<file path="src/rtl/sram2_pkg.sv">
// Shared types, default window constants and byte-parity helper for the sram2 arbiter.
package sram2_pkg;

  typedef enum logic [1:0] {
    IDLE   = 2'd0,
    ACCESS = 2'd1,
    WAIT   = 2'd2,
    RESP   = 2'd3
  } state_t;

  localparam logic [31:0] SRAM2_BASE_ADDR   = 32'h1000_0000;
  localparam int unsigned SRAM2_DEPTH_WORDS = 1024;

  // Even parity per byte: bit i is the XOR of data byte i.
  function automatic logic [3:0] byte_parity(input logic [31:0] data);
    logic [3:0] p;
    for (int i = 0; i < 4; i++) begin
      p[i] = ^data[8*i +: 8];
    end
    return p;
  endfunction

endpackage

</file>
<file path="src/rtl/sram2_parity_gen.sv">
// Combinational per-byte parity for the SRAM write path; zero latency, no flow control.
module sram2_parity_gen
  import sram2_pkg::*;
(
  input  logic [31:0] data,
  output logic [3:0]  parity
);

  assign parity = byte_parity(data);

endmodule

</file>
<file path="src/rtl/sram2_arbiter.sv">
// Round-robin two-port sequencer for the sram2 parity memory: one request in flight, response 1/2/3 cycles after accept.
// Requesters hold valid until ready; optional SRAM2_ARB_RETRY_EN re-reads once on a parity error.
module sram2_arbiter
  import sram2_pkg::*;
#(
  parameter logic [31:0] BASE_ADDR   = SRAM2_BASE_ADDR,
  parameter int unsigned DEPTH_WORDS = SRAM2_DEPTH_WORDS,
  parameter int unsigned ERR_CNT_W   = 16
) (
  input  logic                 clock,
  input  logic                 reset_n,
  input  logic                 req0_valid,
  input  logic                 req0_write,
  input  logic [31:0]          req0_address,
  input  logic [31:0]          req0_wdata,
  output logic                 req0_ready,
  output logic                 req0_rvalid,
  output logic [31:0]          req0_rdata,
  output logic                 req0_error,
  input  logic                 req1_valid,
  input  logic                 req1_write,
  input  logic [31:0]          req1_address,
  input  logic [31:0]          req1_wdata,
  output logic                 req1_ready,
  output logic                 req1_rvalid,
  output logic [31:0]          req1_rdata,
  output logic                 req1_error,
  output logic                 sram_write_enable,
  output logic [31:0]          sram_address,
  output logic [35:0]          sram_data_in,
  input  logic [31:0]          sram_data_out,
  input  logic                 sram_parity_error,
  output logic [ERR_CNT_W-1:0] parity_error_count
);

  // 33-bit end address so a window touching 2^32 does not wrap.
  localparam logic [32:0] END_ADDR = {1'b0, BASE_ADDR} + 33'(4 * DEPTH_WORDS);

  state_t      state, state_nxt;
  logic        last_grant;
  logic        grant_port;
  logic        accept;
  logic        sel_write;
  logic [31:0] sel_addr;
  logic [31:0] sel_wdata;
  logic        sel_legal;
  logic [3:0]  wr_parity;
  logic        lat_port;
  logic        lat_write;
  logic [31:0] resp_rdata;
  logic        resp_error;
  logic        resp_now;

  // Tie goes to the port that did not win last; a lone requester always wins.
  assign grant_port = (req0_valid && req1_valid) ? ~last_grant : req1_valid;
  assign accept     = (state == IDLE) && (req0_valid || req1_valid);
  assign req0_ready = accept && !grant_port;
  assign req1_ready = accept &&  grant_port;

  assign sel_write = grant_port ? req1_write   : req0_write;
  assign sel_addr  = grant_port ? req1_address : req0_address;
  assign sel_wdata = grant_port ? req1_wdata   : req0_wdata;
  assign sel_legal = (sel_addr >= BASE_ADDR) && ({1'b0, sel_addr} < END_ADDR)
                     && (sel_addr[1:0] == 2'b00);

  sram2_parity_gen u_parity_gen (
    .data   (sel_wdata),
    .parity (wr_parity)
  );

`ifdef SRAM2_ARB_RETRY_EN
  logic retried;
`endif

  always_comb begin
    state_nxt = state;
    case (state)
      IDLE:    if (accept) state_nxt = sel_legal ? ACCESS : RESP;
      ACCESS:  state_nxt = lat_write ? RESP : WAIT;
`ifdef SRAM2_ARB_RETRY_EN
      WAIT:    state_nxt = (sram_parity_error && !retried) ? ACCESS : RESP;
`else
      WAIT:    state_nxt = RESP;
`endif
      RESP:    state_nxt = IDLE;
      default: state_nxt = IDLE;
    endcase
  end

  always_ff @(posedge clock or negedge reset_n) begin
    if (!reset_n) begin
      state              <= IDLE;
      last_grant         <= 1'b1;
      lat_port           <= 1'b0;
      lat_write          <= 1'b0;
      sram_address       <= '0;
      sram_data_in       <= '0;
      resp_rdata         <= '0;
      resp_error         <= 1'b0;
      parity_error_count <= '0;
    end else begin
      state <= state_nxt;
      if (accept) begin
        lat_port   <= grant_port;
        last_grant <= grant_port;
        lat_write  <= sel_write;
        resp_rdata <= '0;
        resp_error <= !sel_legal;
        // Illegal requests leave the SRAM-facing registers untouched.
        if (sel_legal) begin
          sram_address <= sel_addr;
          sram_data_in <= {wr_parity, sel_wdata};
        end
      end
      if (state == WAIT && state_nxt == RESP) begin
        resp_error <= sram_parity_error;
        resp_rdata <= sram_parity_error ? 32'd0 : sram_data_out;
        if (sram_parity_error && parity_error_count != '1) begin
          parity_error_count <= parity_error_count + 1'b1;
        end
      end
    end
  end

`ifdef SRAM2_ARB_RETRY_EN
  always_ff @(posedge clock or negedge reset_n) begin
    if (!reset_n) begin
      retried <= 1'b0;
    end else if (state == IDLE) begin
      retried <= 1'b0;
    end else if (state == WAIT && sram_parity_error) begin
      retried <= 1'b1;
    end
  end
`endif

  assign sram_write_enable = (state == ACCESS) && lat_write;

  assign resp_now    = (state == RESP);
  assign req0_rvalid = resp_now && !lat_port;
  assign req1_rvalid = resp_now &&  lat_port;
  assign req0_rdata  = req0_rvalid ? resp_rdata : 32'd0;
  assign req1_rdata  = req1_rvalid ? resp_rdata : 32'd0;
  assign req0_error  = req0_rvalid && resp_error;
  assign req1_error  = req1_rvalid && resp_error;

endmodule

</file>
<file path="config.mk">
export PLATFORM = sky130hd
export DESIGN_NAME = sram2_arbiter
export DESIGN_NICKNAME = d
export VERILOG_FILES = /design/src/rtl/sram2_pkg.sv /design/src/rtl/sram2_parity_gen.sv /design/src/rtl/sram2_arbiter.sv
export SDC_FILE = /design/constraint.sdc
export NUM_CORES = 1
export LEC_CHECK = 0
export ABC_AREA = 1
export CAP_MARGIN = 40
export CORE_UTILIZATION = 45
export DETAILED_ROUTE_END_ITERATION = 10
export GPL_ROUTABILITY_DRIVEN = 0
export PLACE_DENSITY_LB_ADDON = 0.25
export SETUP_SLACK_MARGIN = 0.1
export SKIP_CTS_REPAIR_TIMING = 1
export SYNTH_ARGS = -nofsm -noshare
export SYNTH_HDL_FRONTEND = slang
export SYNTH_HIERARCHICAL = 1
export SYNTH_SLANG_ARGS = --single-unit
export TNS_END_PERCENT = 100
</file>
<file path="constraint.sdc">
create_clock -name clock -period 3.8 [get_ports clock]
set_clock_uncertainty 0.15 [all_clocks]
set_input_delay 0.76 -clock clock [delete_from_list [all_inputs] [get_ports clock]]
set_output_delay 0.76 -clock clock [all_outputs]
set_load 0.01 [all_outputs]
</file>
==> results.sh <==
export IMPL_cts_tree="done"
export IMPL_dp_hpwl_mm=16.21
export IMPL_fin_crit_sh_pct=89.69
export IMPL_fin_crit_ns=3.408
export IMPL_antenna_found_initial=1
export IMPL_rows=45
export IMPL_reg2regPathDepth=12
export IMPL_leakage_nw=5.786
export IMPL_area_growth_pct=56.25
export IMPL_fmax_mhz=293.4
export IMPL_dpl_worst_slack_ns=0.2259
export IMPL_numPortBuffers=321
export IMPL_crit_fanout=15
export IMPL_drc=0
export IMPL_cts_buffers=17
export IMPL_clkTransAtPathRegs_ns=0.05
export IMPL_post_route_util_pct=72.48
export IMPL_worst_r2r_endpoint="sram_address[12]"
export IMPL_rsz0062_at_grt="false"
export IMPL_ys_warnings_count=6
export IMPL_core_area_mm2=0.01526
export IMPL_status="finished clean"
export IMPL_syn_area_mm2=0.007078
export IMPL_finalSetupTns_ns=0
export IMPL_critPathKind="in2out"
export IMPL_final_setup_viol_count=0
export IMPL_cts_htree_levels=4
export IMPL_tightest_slew_ns=0.6512
export IMPL_final_nets=1535
export IMPL_die_width_um=127.4
export IMPL_syn_area_per_cell_um2=6.677
export IMPL_grt_util_all_layers_pct=28.13
export IMPL_yosysSeqAreaShare_pct=43.15
export IMPL_vias_per_cell=4.829
export IMPL_die_y_um=127.4
export IMPL_arrival_ns=2.50
export IMPL_first_global_vias=7332
export IMPL_drtAntennaViolNets=0
export IMPL_wl_mm=22.18
export IMPL_design_area_mm2=0.01106
export IMPL_syn_inst=1060
export IMPL_end_kind="output port"
export IMPL_pin_count=322
export IMPL_r2r_start="last_grant"
export IMPL_wl_per_cell_um=13.97
export IMPL_layout_setup_ws_ns=0.3917
export IMPL_clock_latency_ns=0.41
export IMPL_slew_violations=0
export IMPL_hold_viol=0
export IMPL_cp_required_ns=2.89
export IMPL_drive_gt1_share_pct=5.305
export IMPL_ys_types=27
export IMPL_via_count=7669
export IMPL_cts_sinks=122
export IMPL_cts_root_buf="clkbuf_16"
export IMPL_relSlewSlack_pct=56.58
export IMPL_overflow=0
export IMPL_start_util_pct=46.39
export IMPL_synth_seq_cells=122
export IMPL_ir_worst_vdd_mv=0.2926
export IMPL_die_area_mm2=0.01623
export IMPL_cts_buffer_depth=2
export IMPL_hold_path_class="in2async"
export IMPL_drt_iter0_drc=465
export IMPL_worstSetupStartpointType="input pin"
export IMPL_p_per_area_mw_per_mm2=473.5
export IMPL_grt_max_degree=87
export IMPL_layout_common_cells="497 x nand2_1, 320 x clkdlybuf4s50_1, 139 x inv_1"
export IMPL_grt_pass1_wl_mm=35.74
export IMPL_finalPower_mw=5.237
export IMPL_reg2reg_slack_ns=0.93
export IMPL_dpl_instance_area_mm2=0.01040
export IMPL_dr_pass1_iters=5
export IMPL_final_common_cell="nand2_1"
export IMPL_syn_num_nets=1232
export IMPL_maxCapViolations=0
[worst max path at each step]
stage | from | endpoint | slack [ns]
floorplan | req1_valid | req1_ready | 1.26
global route | req0_valid | req0_ready | 0.30
CTS | req0_valid | req0_ready | 0.41
detailed placement | req0_valid | sram_address[13] | 0.23
finish | req0_valid | req0_ready | 0.39
global placement | req0_valid | flop | 0.29
[metal layers]
| metal | wire length [um] | track usage (%) | vias to the layer above |
|---|---|---|---|
| met1 | 8544 | 31.34 | 3495 |
| li1 | - | - | 3811 |
| met4 | 910 | 15.62 | 0 |
| met2 | 11020 | 48.57 | 304 |
| met3 | 1701 | 7.831 | 59 |
| met5 | 0 | 0 | - |
[power breakdown]
part | leakage [nW] | switching, mW | total [mW] | internal (mW)
clock network | 0.313 | 0.603 | 1.76 | 1.16
logic | 3.82 | 1.13 | 1.88 | 0.747
registers | 1.66 | 0.0857 | 1.60 | 1.52
total | 5.79 | 1.82 | 5.24 | 3.42
[cells in the mapped netlist (all sizes together)]
cell type    n  area (um^2)
nand2      499         1878
inv        158        593.1
dfrtp      121         3028
nor2        91        346.6
nand4       49        306.5
o22ai       32        200.2
buf         28        191.4
clkbuf      23        86.33
nand3b      14        105.1
nand3       13        70.07
xor2         9        78.83
o21ai        7        35.03
ha           5        62.56
xnor2        4        35.03
nor3         3        15.01
dfstp        1        26.28
nor4         1        6.260
o31ai        1        7.510
or2          1        6.260
[through the flow]
step / hold WS (ns) / instances
6_report: 0.1527 / 1588
5_1_grt: 0.1830 / 1588
4_1_cts: 0.1605 / 1587
3_5_place_dp: 0.2999 / 1555
3_3_place_gp: 0.2974 / 1555
2_1_floorplan: 0.3047 / 1060
[registers in the layout (all words and copies together), names as in the netlist, 16 cells and up, named ones only]
name and cells:
sram_data_in 36, resp_rdata 32, sram_address 32, parity_error_count 16
[cells by family (layout without fill, tap and decap cells)]
kind of cell	after synthesis	after routing	synth area share [%]
simple gates	671	671	38.62
compound gates	40	40	3.429
buf+inv	209	525	12.30
flops	122	122	43.15
xor+xnor	13	13	1.609
fa+ha+maj	5	5	0.8839
other cells	0	1	0
[layout make-up]
type                       count  area, um^2
fill                        1241        4199
timing repair buffer         335        3328
multi-input combinational    729        3163
sequential                   122        3054
inverter                     158       593.1
clock buffer                  20       466.7
tap                          211       264.0
clock inverter                12       187.7
antenna                        1       2.502
[critical path: stages]
cell             delay [ns]
clkdlybuf4s50_1        0.49
nand2_2                0.19
nand2_2                0.20
inv_2                  0.05
nor2_1                 0.19
clkdlybuf4s50_1        0.61
(Power assumes the default switching activity.)
